File: config.mk
export PLATFORM = sky130hd
export DESIGN_NAME = axil_regfile_slave
export DESIGN_NICKNAME = d
export VERILOG_FILES = /design/src/rtl/axi_lite_pkg.sv /design/src/rtl/axil_wr_collector.sv /design/src/rtl/axil_regfile_slave.sv
export SDC_FILE = /design/constraint.sdc
export NUM_CORES = 1
export LEC_CHECK = 0
export CAP_MARGIN = 10
export CELL_PAD_IN_SITES_DETAIL_PLACEMENT = 1
export CELL_PAD_IN_SITES_GLOBAL_PLACEMENT = 2
export CORE_MARGIN = 2
export CORE_UTILIZATION = 35
export DETAILED_ROUTE_END_ITERATION = 8
export PLACE_DENSITY_LB_ADDON = 0.25
export SYNTH_ARGS = -nofsm -noshare
export SYNTH_HDL_FRONTEND = slang
export SYNTH_SLANG_ARGS = --single-unit
File: constraint.sdc
create_clock -name ACLK -period 3.55 [get_ports ACLK]
set_clock_uncertainty 0.05 [all_clocks]
set_input_delay 0.71 -clock ACLK [delete_from_list [all_inputs] [get_ports ACLK]]
set_output_delay 0.71 -clock ACLK [all_outputs]
set_load 0.01 [all_outputs]
File: src/rtl/axi_lite_pkg.sv
// Shared AXI-Lite types: response codes, write/read FSM states and address-LSB helper.
package axi_lite_pkg;

    typedef enum logic [1:0] {
        OKAY   = 2'b00,
        EXOKAY = 2'b01,
        SLVERR = 2'b10,
        DECERR = 2'b11
    } axi_resp_e;

    typedef enum logic [1:0] {
        W_IDLE,
        W_HAVE_AW,
        W_HAVE_W,
        W_RESP
    } wr_state_e;

    typedef enum logic {
        R_IDLE,
        R_RESP
    } rd_state_e;

    function automatic int addr_lsb(input int data_width);
        return $clog2(data_width / 8);
    endfunction

endpackage

File: src/rtl/axil_wr_collector.sv
// Pairs AXI-Lite AW and W beats in either order and owns the B channel.
// Emits a combinational commit strobe on the edge that completes the pair.
module axil_wr_collector
    import axi_lite_pkg::*;
#(
    parameter int ADDR_WIDTH = 32,
    parameter int DATA_WIDTH = 32,
    parameter int NUM_REGS   = 8,
    parameter bit RO_REG0    = 1'b0,
    localparam int IDX_W     = $clog2(NUM_REGS)
) (
    input  logic                  ACLK,
    input  logic                  ARESETn,
    input  logic [ADDR_WIDTH-1:0] AWADDR,
    input  logic                  AWVALID,
    output logic                  AWREADY,
    input  logic [DATA_WIDTH-1:0] WDATA,
    input  logic                  WVALID,
    output logic                  WREADY,
    output logic [1:0]            BRESP,
    output logic                  BVALID,
    input  logic                  BREADY,
    output logic                  cmt_o,
    output logic [IDX_W-1:0]      cmt_idx_o,
    output logic [DATA_WIDTH-1:0] cmt_data_o,
    output logic                  cmt_err_o
);
    localparam int ADDR_LSB = addr_lsb(DATA_WIDTH);

    wr_state_e             state_q;
    logic                  awready_q, wready_q, bvalid_q;
    axi_resp_e             bresp_q;
    logic [ADDR_WIDTH-1:0] addr_q;
    logic [DATA_WIDTH-1:0] data_q;
    logic                  aw_hs, w_hs, have_aw, have_w;
    logic [ADDR_WIDTH-1:0] cur_addr;

    assign aw_hs   = AWVALID && awready_q;
    assign w_hs    = WVALID && wready_q;
    assign have_aw = aw_hs || (state_q == W_HAVE_AW);
    assign have_w  = w_hs || (state_q == W_HAVE_W);

    // Whichever half arrived earlier comes from its latch, the other straight off the bus.
    assign cur_addr   = (state_q == W_HAVE_AW) ? addr_q : AWADDR;
    assign cmt_o      = have_aw && have_w;
    assign cmt_idx_o  = cur_addr[ADDR_LSB +: IDX_W];
    assign cmt_data_o = (state_q == W_HAVE_W) ? data_q : WDATA;
    assign cmt_err_o  = ((cur_addr >> (ADDR_LSB + IDX_W)) != '0) ||
                        (RO_REG0 && (cmt_idx_o == '0));

    assign AWREADY = awready_q;
    assign WREADY  = wready_q;
    assign BVALID  = bvalid_q;
    assign BRESP   = bresp_q;

    always_ff @(posedge ACLK or negedge ARESETn) begin
        if (!ARESETn) begin
            state_q   <= W_IDLE;
            awready_q <= 1'b0;
            wready_q  <= 1'b0;
            bvalid_q  <= 1'b0;
            bresp_q   <= OKAY;
            addr_q    <= '0;
            data_q    <= '0;
        end else begin
            if (aw_hs) addr_q <= AWADDR;
            if (w_hs)  data_q <= WDATA;
            case (state_q)
                W_IDLE: begin
                    awready_q <= 1'b1;
                    wready_q  <= 1'b1;
                    if (cmt_o) begin
                        state_q   <= W_RESP;
                        awready_q <= 1'b0;
                        wready_q  <= 1'b0;
                    end else if (aw_hs) begin
                        state_q   <= W_HAVE_AW;
                        awready_q <= 1'b0;
                    end else if (w_hs) begin
                        state_q  <= W_HAVE_W;
                        wready_q <= 1'b0;
                    end
                end
                W_HAVE_AW: if (cmt_o) begin
                    state_q  <= W_RESP;
                    wready_q <= 1'b0;
                end
                W_HAVE_W: if (cmt_o) begin
                    state_q   <= W_RESP;
                    awready_q <= 1'b0;
                end
                W_RESP: if (BREADY) begin
                    state_q   <= W_IDLE;
                    awready_q <= 1'b1;
                    wready_q  <= 1'b1;
                    bvalid_q  <= 1'b0;
                end
                default: state_q <= W_IDLE;
            endcase
            if (cmt_o) begin
                bvalid_q <= 1'b1;
                bresp_q  <= cmt_err_o ? SLVERR : OKAY;
            end
        end
    end

endmodule

File: src/rtl/axil_regfile_slave.sv
// AXI-Lite register file slave: NUM_REGS words, flat reg_out export.
// Define AXIL_REGFILE_ID_REG_EN to make register 0 a read-only ID_VALUE.
module axil_regfile_slave
    import axi_lite_pkg::*;
#(
    parameter int          ADDR_WIDTH = 32,
    parameter int          DATA_WIDTH = 32,
    parameter int          NUM_REGS   = 8,
    parameter logic [31:0] ID_VALUE   = 32'hA11C_0001
) (
    input  logic                           ACLK,
    input  logic                           ARESETn,
    input  logic [ADDR_WIDTH-1:0]          AWADDR,
    input  logic                           AWVALID,
    output logic                           AWREADY,
    input  logic [DATA_WIDTH-1:0]          WDATA,
    input  logic                           WVALID,
    output logic                           WREADY,
    output logic [1:0]                     BRESP,
    output logic                           BVALID,
    input  logic                           BREADY,
    input  logic [ADDR_WIDTH-1:0]          ARADDR,
    input  logic                           ARVALID,
    output logic                           ARREADY,
    output logic [DATA_WIDTH-1:0]          RDATA,
    output logic [1:0]                     RRESP,
    output logic                           RVALID,
    input  logic                           RREADY,
    output logic [NUM_REGS*DATA_WIDTH-1:0] reg_out
);
`ifdef AXIL_REGFILE_ID_REG_EN
    localparam bit RO_REG0 = 1'b1;
`else
    localparam bit RO_REG0 = 1'b0;
`endif
    localparam int ADDR_LSB = addr_lsb(DATA_WIDTH);
    localparam int IDX_W    = $clog2(NUM_REGS);
    localparam logic [DATA_WIDTH-1:0] ID_WORD = DATA_WIDTH'(ID_VALUE);

    logic [NUM_REGS-1:0][DATA_WIDTH-1:0] regs_q;
    logic                  cmt;
    logic [IDX_W-1:0]      cmt_idx;
    logic [DATA_WIDTH-1:0] cmt_data;
    logic                  cmt_err;

    axil_wr_collector #(
        .ADDR_WIDTH (ADDR_WIDTH),
        .DATA_WIDTH (DATA_WIDTH),
        .NUM_REGS   (NUM_REGS),
        .RO_REG0    (RO_REG0)
    ) u_wr (
        .ACLK       (ACLK),
        .ARESETn    (ARESETn),
        .AWADDR     (AWADDR),
        .AWVALID    (AWVALID),
        .AWREADY    (AWREADY),
        .WDATA      (WDATA),
        .WVALID     (WVALID),
        .WREADY     (WREADY),
        .BRESP      (BRESP),
        .BVALID     (BVALID),
        .BREADY     (BREADY),
        .cmt_o      (cmt),
        .cmt_idx_o  (cmt_idx),
        .cmt_data_o (cmt_data),
        .cmt_err_o  (cmt_err)
    );

    always_ff @(posedge ACLK or negedge ARESETn) begin
        if (!ARESETn)              regs_q          <= '0;
        else if (cmt && !cmt_err)  regs_q[cmt_idx] <= cmt_data;
    end

    for (genvar i = 0; i < NUM_REGS; i++) begin : g_out
        assign reg_out[i*DATA_WIDTH +: DATA_WIDTH] = (RO_REG0 && i == 0) ? ID_WORD : regs_q[i];
    end

    rd_state_e             rstate_q;
    logic                  arready_q, rvalid_q;
    logic [DATA_WIDTH-1:0] rdata_q;
    axi_resp_e             rresp_q;
    logic [IDX_W-1:0]      ar_idx;
    logic                  ar_err;
    logic [DATA_WIDTH-1:0] rd_word;

    assign ar_idx  = ARADDR[ADDR_LSB +: IDX_W];
    assign ar_err  = (ARADDR >> (ADDR_LSB + IDX_W)) != '0;
    // Sampled before any same-edge write lands, so a colliding read sees the old value.
    assign rd_word = (RO_REG0 && ar_idx == '0) ? ID_WORD : regs_q[ar_idx];

    assign ARREADY = arready_q;
    assign RVALID  = rvalid_q;
    assign RDATA   = rdata_q;
    assign RRESP   = rresp_q;

    always_ff @(posedge ACLK or negedge ARESETn) begin
        if (!ARESETn) begin
            rstate_q  <= R_IDLE;
            arready_q <= 1'b0;
            rvalid_q  <= 1'b0;
            rdata_q   <= '0;
            rresp_q   <= OKAY;
        end else begin
            case (rstate_q)
                R_IDLE: begin
                    arready_q <= 1'b1;
                    if (ARVALID && arready_q) begin
                        rstate_q  <= R_RESP;
                        arready_q <= 1'b0;
                        rvalid_q  <= 1'b1;
                        rresp_q   <= ar_err ? SLVERR : OKAY;
                        rdata_q   <= ar_err ? '0 : rd_word;
                    end
                end
                R_RESP: if (RREADY) begin
                    rstate_q  <= R_IDLE;
                    arready_q <= 1'b1;
                    rvalid_q  <= 1'b0;
                end
                default: rstate_q <= R_IDLE;
            endcase
        end
    end

endmodule

### After elaboration in Yosys (flattened, before gate mapping)

Cells that the tools add are included.

* flip-flop bits (word level): 364
* input bits: 103
* output and inout port bits: 297
* word-level logic and storage cells: 94

* magnitude comparators: 3
* eq/ne operators: 10
* muxes and demuxes: 37
* bitwise operators: 1
* reduce and logical (&&, ||, !) cells: 23

Operators by type and width (count)
* bitwise mux 256 bit: 1
* two-way mux 32 bit: 5
* binary-select mux 32 bit (select 3 bit): 1
* demux 32 bit (select 3 bit): 1
* nonzero test 32 bit: 2
* two-way mux 1 bit: 16
* two-way mux 2 bit: 7
* != test 2 bit, second input constant: 5
* AND reduction 3 bit: 3
* less-than comparator 3 x 4 -> 1 bit, second input constant: 2
* logical AND 1 bit: 6
* one-hot mux 1 bit (2 select lines): 3
* one-hot mux 1 bit (3 select lines): 2
* one-hot mux 2 bit (3 select lines): 1
* AND reduction 2 bit: 3
* nonzero test 3 bit: 2
* == test 2 bit, second input constant: 2
* != test 4 x 2 -> 1 bit, second input constant: 1
* nonzero test 2 bit: 2
* >= comparator 3 x 1 -> 1 bit, second input constant: 1
* == test 2 x 1 -> 1 bit, second input constant: 1
* logical NOT 2 bit: 1
* logical OR 1 bit: 2
* != test 2 x 1 -> 1 bit, second input constant: 1
* 3 further kinds: 3

### Logic depth before layout (Yosys ltp)

* depth in word-level cells: 7
* mapped depth: 11
* mapped depth without buffers: 7

### By module

From an unflattened synthesis, not the netlist that was laid out.

* cells, all modules: 1034
* area, all modules: 16200.5 um^2

By module, submodules not included
* axil_regfile_slave: instances 1, cells each 795, area an instance 12882.4 um^2, sequential area each 7307.0 um^2
* axil_wr_collector: instances 1, cells each 239, area an instance 3318.2 um^2, sequential area each 1701.6 um^2

### Worst setup path after synthesis

OpenSTA, ideal clock, no wires.

* path type: register -> register
* from: register u_wr.state_q[1]
* to: register regs_q (netlist bit reg_out[100])
* setup time: 0.125 ns
* data arrival time: 2.449 ns
* required time: 3.375 ns
* path slack: 0.926 ns
* stages on the path, launching flop included: 12
* path buffers: 4
* period minus slack after synthesis: 2.624 ns
* path through: dfrtp_1 inv_1 ha_1 buf_6 or4b_4 o41ai_4 and2_4 buf_8 and4_1 buf_6 buf_12 mux2_4

* word-level cells in the longest chain between the ends: 7
* elaborated cells between the ends (all ways): 16
* those cells by class: order compare: 2; eq/ne: 2; mux: 5; reduce/logical: 7

RTL lines
* start: declaration: line axil_wr_collector.sv:30 `wr_state_e state_q;`
* start signal: assignment: line axil_wr_collector.sv:58 `state_q <= W_IDLE;`
* start signal: assignment: line axil_wr_collector.sv:73 `state_q <= W_RESP;`
* start signal: assignment: line axil_wr_collector.sv:77 `state_q <= W_HAVE_AW;`
* == test 2 x 1 -> 1 bit: line axil_wr_collector.sv:40, axil_wr_collector.sv:44
* two-way mux 32 bit: line axil_wr_collector.sv:44 `assign cur_addr = (state_q == W_HAVE_AW) ? addr_q : AWADDR;`
* less-than comparator 3 x 4 -> 1 bit (not written as such) / >= comparator 3 x 1 -> 1 bit (equally long branches): line axil_regfile_slave.sv:71 `else if (cmt && !cmt_err) regs_q[cmt_idx] <= cmt_data;`
* logical AND 1 bit (not written as such): line axil_regfile_slave.sv:71
* two-way mux 32 bit (not written as such): line axil_regfile_slave.sv:71
* demux 32 bit (select 3 bit): line axil_regfile_slave.sv:71
* bitwise mux 256 bit: line axil_regfile_slave.sv:71
* end signal: indexed assignment: line axil_regfile_slave.sv:71
* end: declaration: line axil_regfile_slave.sv:40 `logic [NUM_REGS-1:0][DATA_WIDTH-1:0] regs_q;`

Parallel ways exist; a longest one is shown, timed or not.
A chain may end at the register's enable or synchronous reset.

### Final worst setup path

* from: register u_wr.state_q[1]
* to: register regs_q (netlist bit reg_out[115])

Same word-level chain as after synthesis.

==> qor.csv <==
metric,value,unit
status,"finished, final reports clean",
# rows,80,
asr flop ratio synth,100,%
total gr overflow,0,
power consumption,0.0110,W
Startpoint Class,register,
number of cells in the finished layout apart from fillers,2096,
FMAX,317,MHz
die area,0.0494,mm²
Post-synth EDFFs,0,
Inst Count DP,2024,
clk_lat worst skew,0.57,ns
hold violation count in the final report,0,
post-synth cell types,45,
area of the multi-input gates,0.00720,mm²
Nets,1560,
clock root buffer,clkbuf_16,
RePlAce Congestion,0.782,
Worst Hold Class,input port to asynchronous set/reset pin,
"Arr. time, crit path",3.54,ns
Area Growth Syn to Fin,36.0,%
Initial Util,35.2,%
Mapped Cells,1040,
worst flop-to-flop path endpoint,reg_out[115]$_DFFE_PN0P_,
Rel. slew slack,55.0,%
Tmin final,3.16,ns
largest net degree at the start of global routing,66,
"critical path, cell by cell",inv_1 > ha_1 > nor4_1 > nand4_1 > a22oi_4 > buf_4 > and4_4 > buf_12 > mux2_4,
CP Launch Point,u_wr.state_q[1]$_DFFE_PN0P_,
Final Slew Violations,0,
clock slew at reported path FFs,0.06,ns
Clock Path Buffers,3,
first-pass GRT wire length,81500,µm
maximum VDD drop,0.000372,V
Vias,10700,
core box area,0.0473,mm²
Post-CTS Setup Bufs,0,
fillcell total,4643,
Crit-path slowest cell,nor4_1,
period utilization,89.0,%
IO Count,400,
DR WL/cell,25.8,µm
most frequent cells in the layout,"clkdlybuf4s50_1, dfrtp_1, mux2_1",
# setup viols final,0,
Seq. cell area,0.00901,mm²
sequential area share after synthesis,54.0,%
DRT Pass-1 Iters,4,
crit path max fanout,20,
CP max stage delay,0.51,ns
worst-margin pin slew,0.675,ns
Total Wirelength,54100,µm
max-cap violations,0,
Synth Area per Inst,16.0,µm²
synthesized area,0.0167,mm²
r2r worst-path depth,9,
vias in the first global route,12000,
CP Data Required Time,3.93,ns
Routed Antenna Nets,0,
Die Ht,222,µm
Setup crit end kind,register,
RSZ-0062 raised after global routing,no,
"Top FF cell, synth",dfrtp_1,
r2r setup slk,0.39,ns
initial antenna violation count,2,
total track usage,22.2,%
"most common cell after layout, fill and taps aside",clkdlybuf4s50_1,
Final TNS setup,0,ns
worst flop-to-flop path startpoint,u_wr.state_q[1]$_DFFE_PN0P_,
Synth Register Bits,360,
Num CTS Buffers,41,
Final HPWL DP,36700,µm
cts hold-fix bufs,0,
TritonCTS clock tree,done,
Die Wd,222,µm
via/cell ratio,5.10,
H-Tree Depth,2,
PwrDens,483,mW/mm²
IO buf count,393,
Clock Sinks,360,
leakage,10.3,nW
share of cells above drive strength 1,27.9,%
post_cts resized,0,
DRC,0,
synth warn,0,
Detailed Route Iter0 Violations,388,
Setup CP Type,register to register,
final cells by class:
cell class              instances  area share [%]
diodes                          1          0.0110
multi-input cells             610            31.7
inverters                       6          0.0993
well taps                     615            3.39
clock inverters                15           0.700
flip-flops and latches        360            39.7
repair buffers                433            19.2
clock buffers                  56            5.12
state kept, by name (all words and copies together) (netlist names):
| name | count |
|---|---|
| u_wr.WREADY | 1 |
| RDATA | 32 |
| ARREADY | 1 |
| u_wr.AWREADY | 1 |
| u_wr.BVALID | 1 |
| u_wr.addr_q | 30 |
| u_wr.data_q | 32 |
| u_wr.state_q | 2 |
| RRESP | 1 |
| reg_out | 256 |
| RVALID | 1 |
| rstate_q | 1 |
| u_wr.BRESP | 1 |
synth_stat cells (all sizes together), types with 4 or more instances:
library cell	number	share of area, %
clkbuf	19	0.43
nor3	4	0.12
a21oi	5	0.15
mux4	64	8.6
inv	6	0.13
nand4	12	0.99
nor2	10	0.23
o21ai	38	1.1
nand2	45	1.0
buf	46	2.4
dfrtp	360	54
mux2	351	26
mux2i	33	2.0
ha	5	0.37
nor4	13	0.52
worst max-delay path, delay by kind of cell, from the launching register on:
family,cells,cell delay (ns)
compound gates,1,0.23
mux,1,0.33
buf+inv,3,0.58
simple gates,3,1.06
flops,1,0.42
fa+ha+maj,1,0.33
through the flow:
step           area [µm²]  hold slack (ns)  utilization [%]  setup slack, ns
3_3_place_gp        21400            0.413             45.1            0.225
4_1_cts             22700           0.0637             47.9            0.383
2_1_floorplan       16700            0.364                -            0.926
5_1_grt             22700           0.0903             47.9            0.227
3_5_place_dp        21400            0.418             45.1            0.151
6_report            22700           0.0809             47.9            0.391
metal layers:
metal / global-route usage (%) / vias up / share of wire (%)
li1: - / 4672 / -
met1: 27.9 / 5690 / 42
met2: 37.7 / 257 / 50
met3: 5.53 / 59 / 5.9
met4: 6.71 / 2 / 2.5
met5: 0 / - / 0.024
worst max path at each step:
stage	to	slack, ns	cells past startpoint
floorplan	reg_out[100]$_DFFE_PN0P_	0.93	11
global placement	reg_out[127]$_DFFE_PN0P_	0.23	8
detailed placement	reg_out[127]$_DFFE_PN0P_	0.15	8
CTS	reg_out[115]$_DFFE_PN0P_	0.38	9
global route	reg_out[115]$_DFFE_PN0P_	0.23	9
finish	reg_out[115]$_DFFE_PN0P_	0.39	9
logic make-up (layout without fill, tap and decap cells):
kind of cell	Yosys count	count (layout)	synth area share, %
other cells	1	3	0.0225
simple gates	99	99	3.62
buf+inv	71	510	2.96
fa+ha+maj	5	5	0.375
flops	360	360	54.0
mux	448	448	36.9
compound gates	56	56	2.12
power by group:
group          total [W]  internal (W)  switching (W)
clock            0.00419       0.00244        0.00175
sequential       0.00469       0.00448       0.000212
combinational    0.00208      0.000917        0.00116
Power figures use the tool's default switching activity.
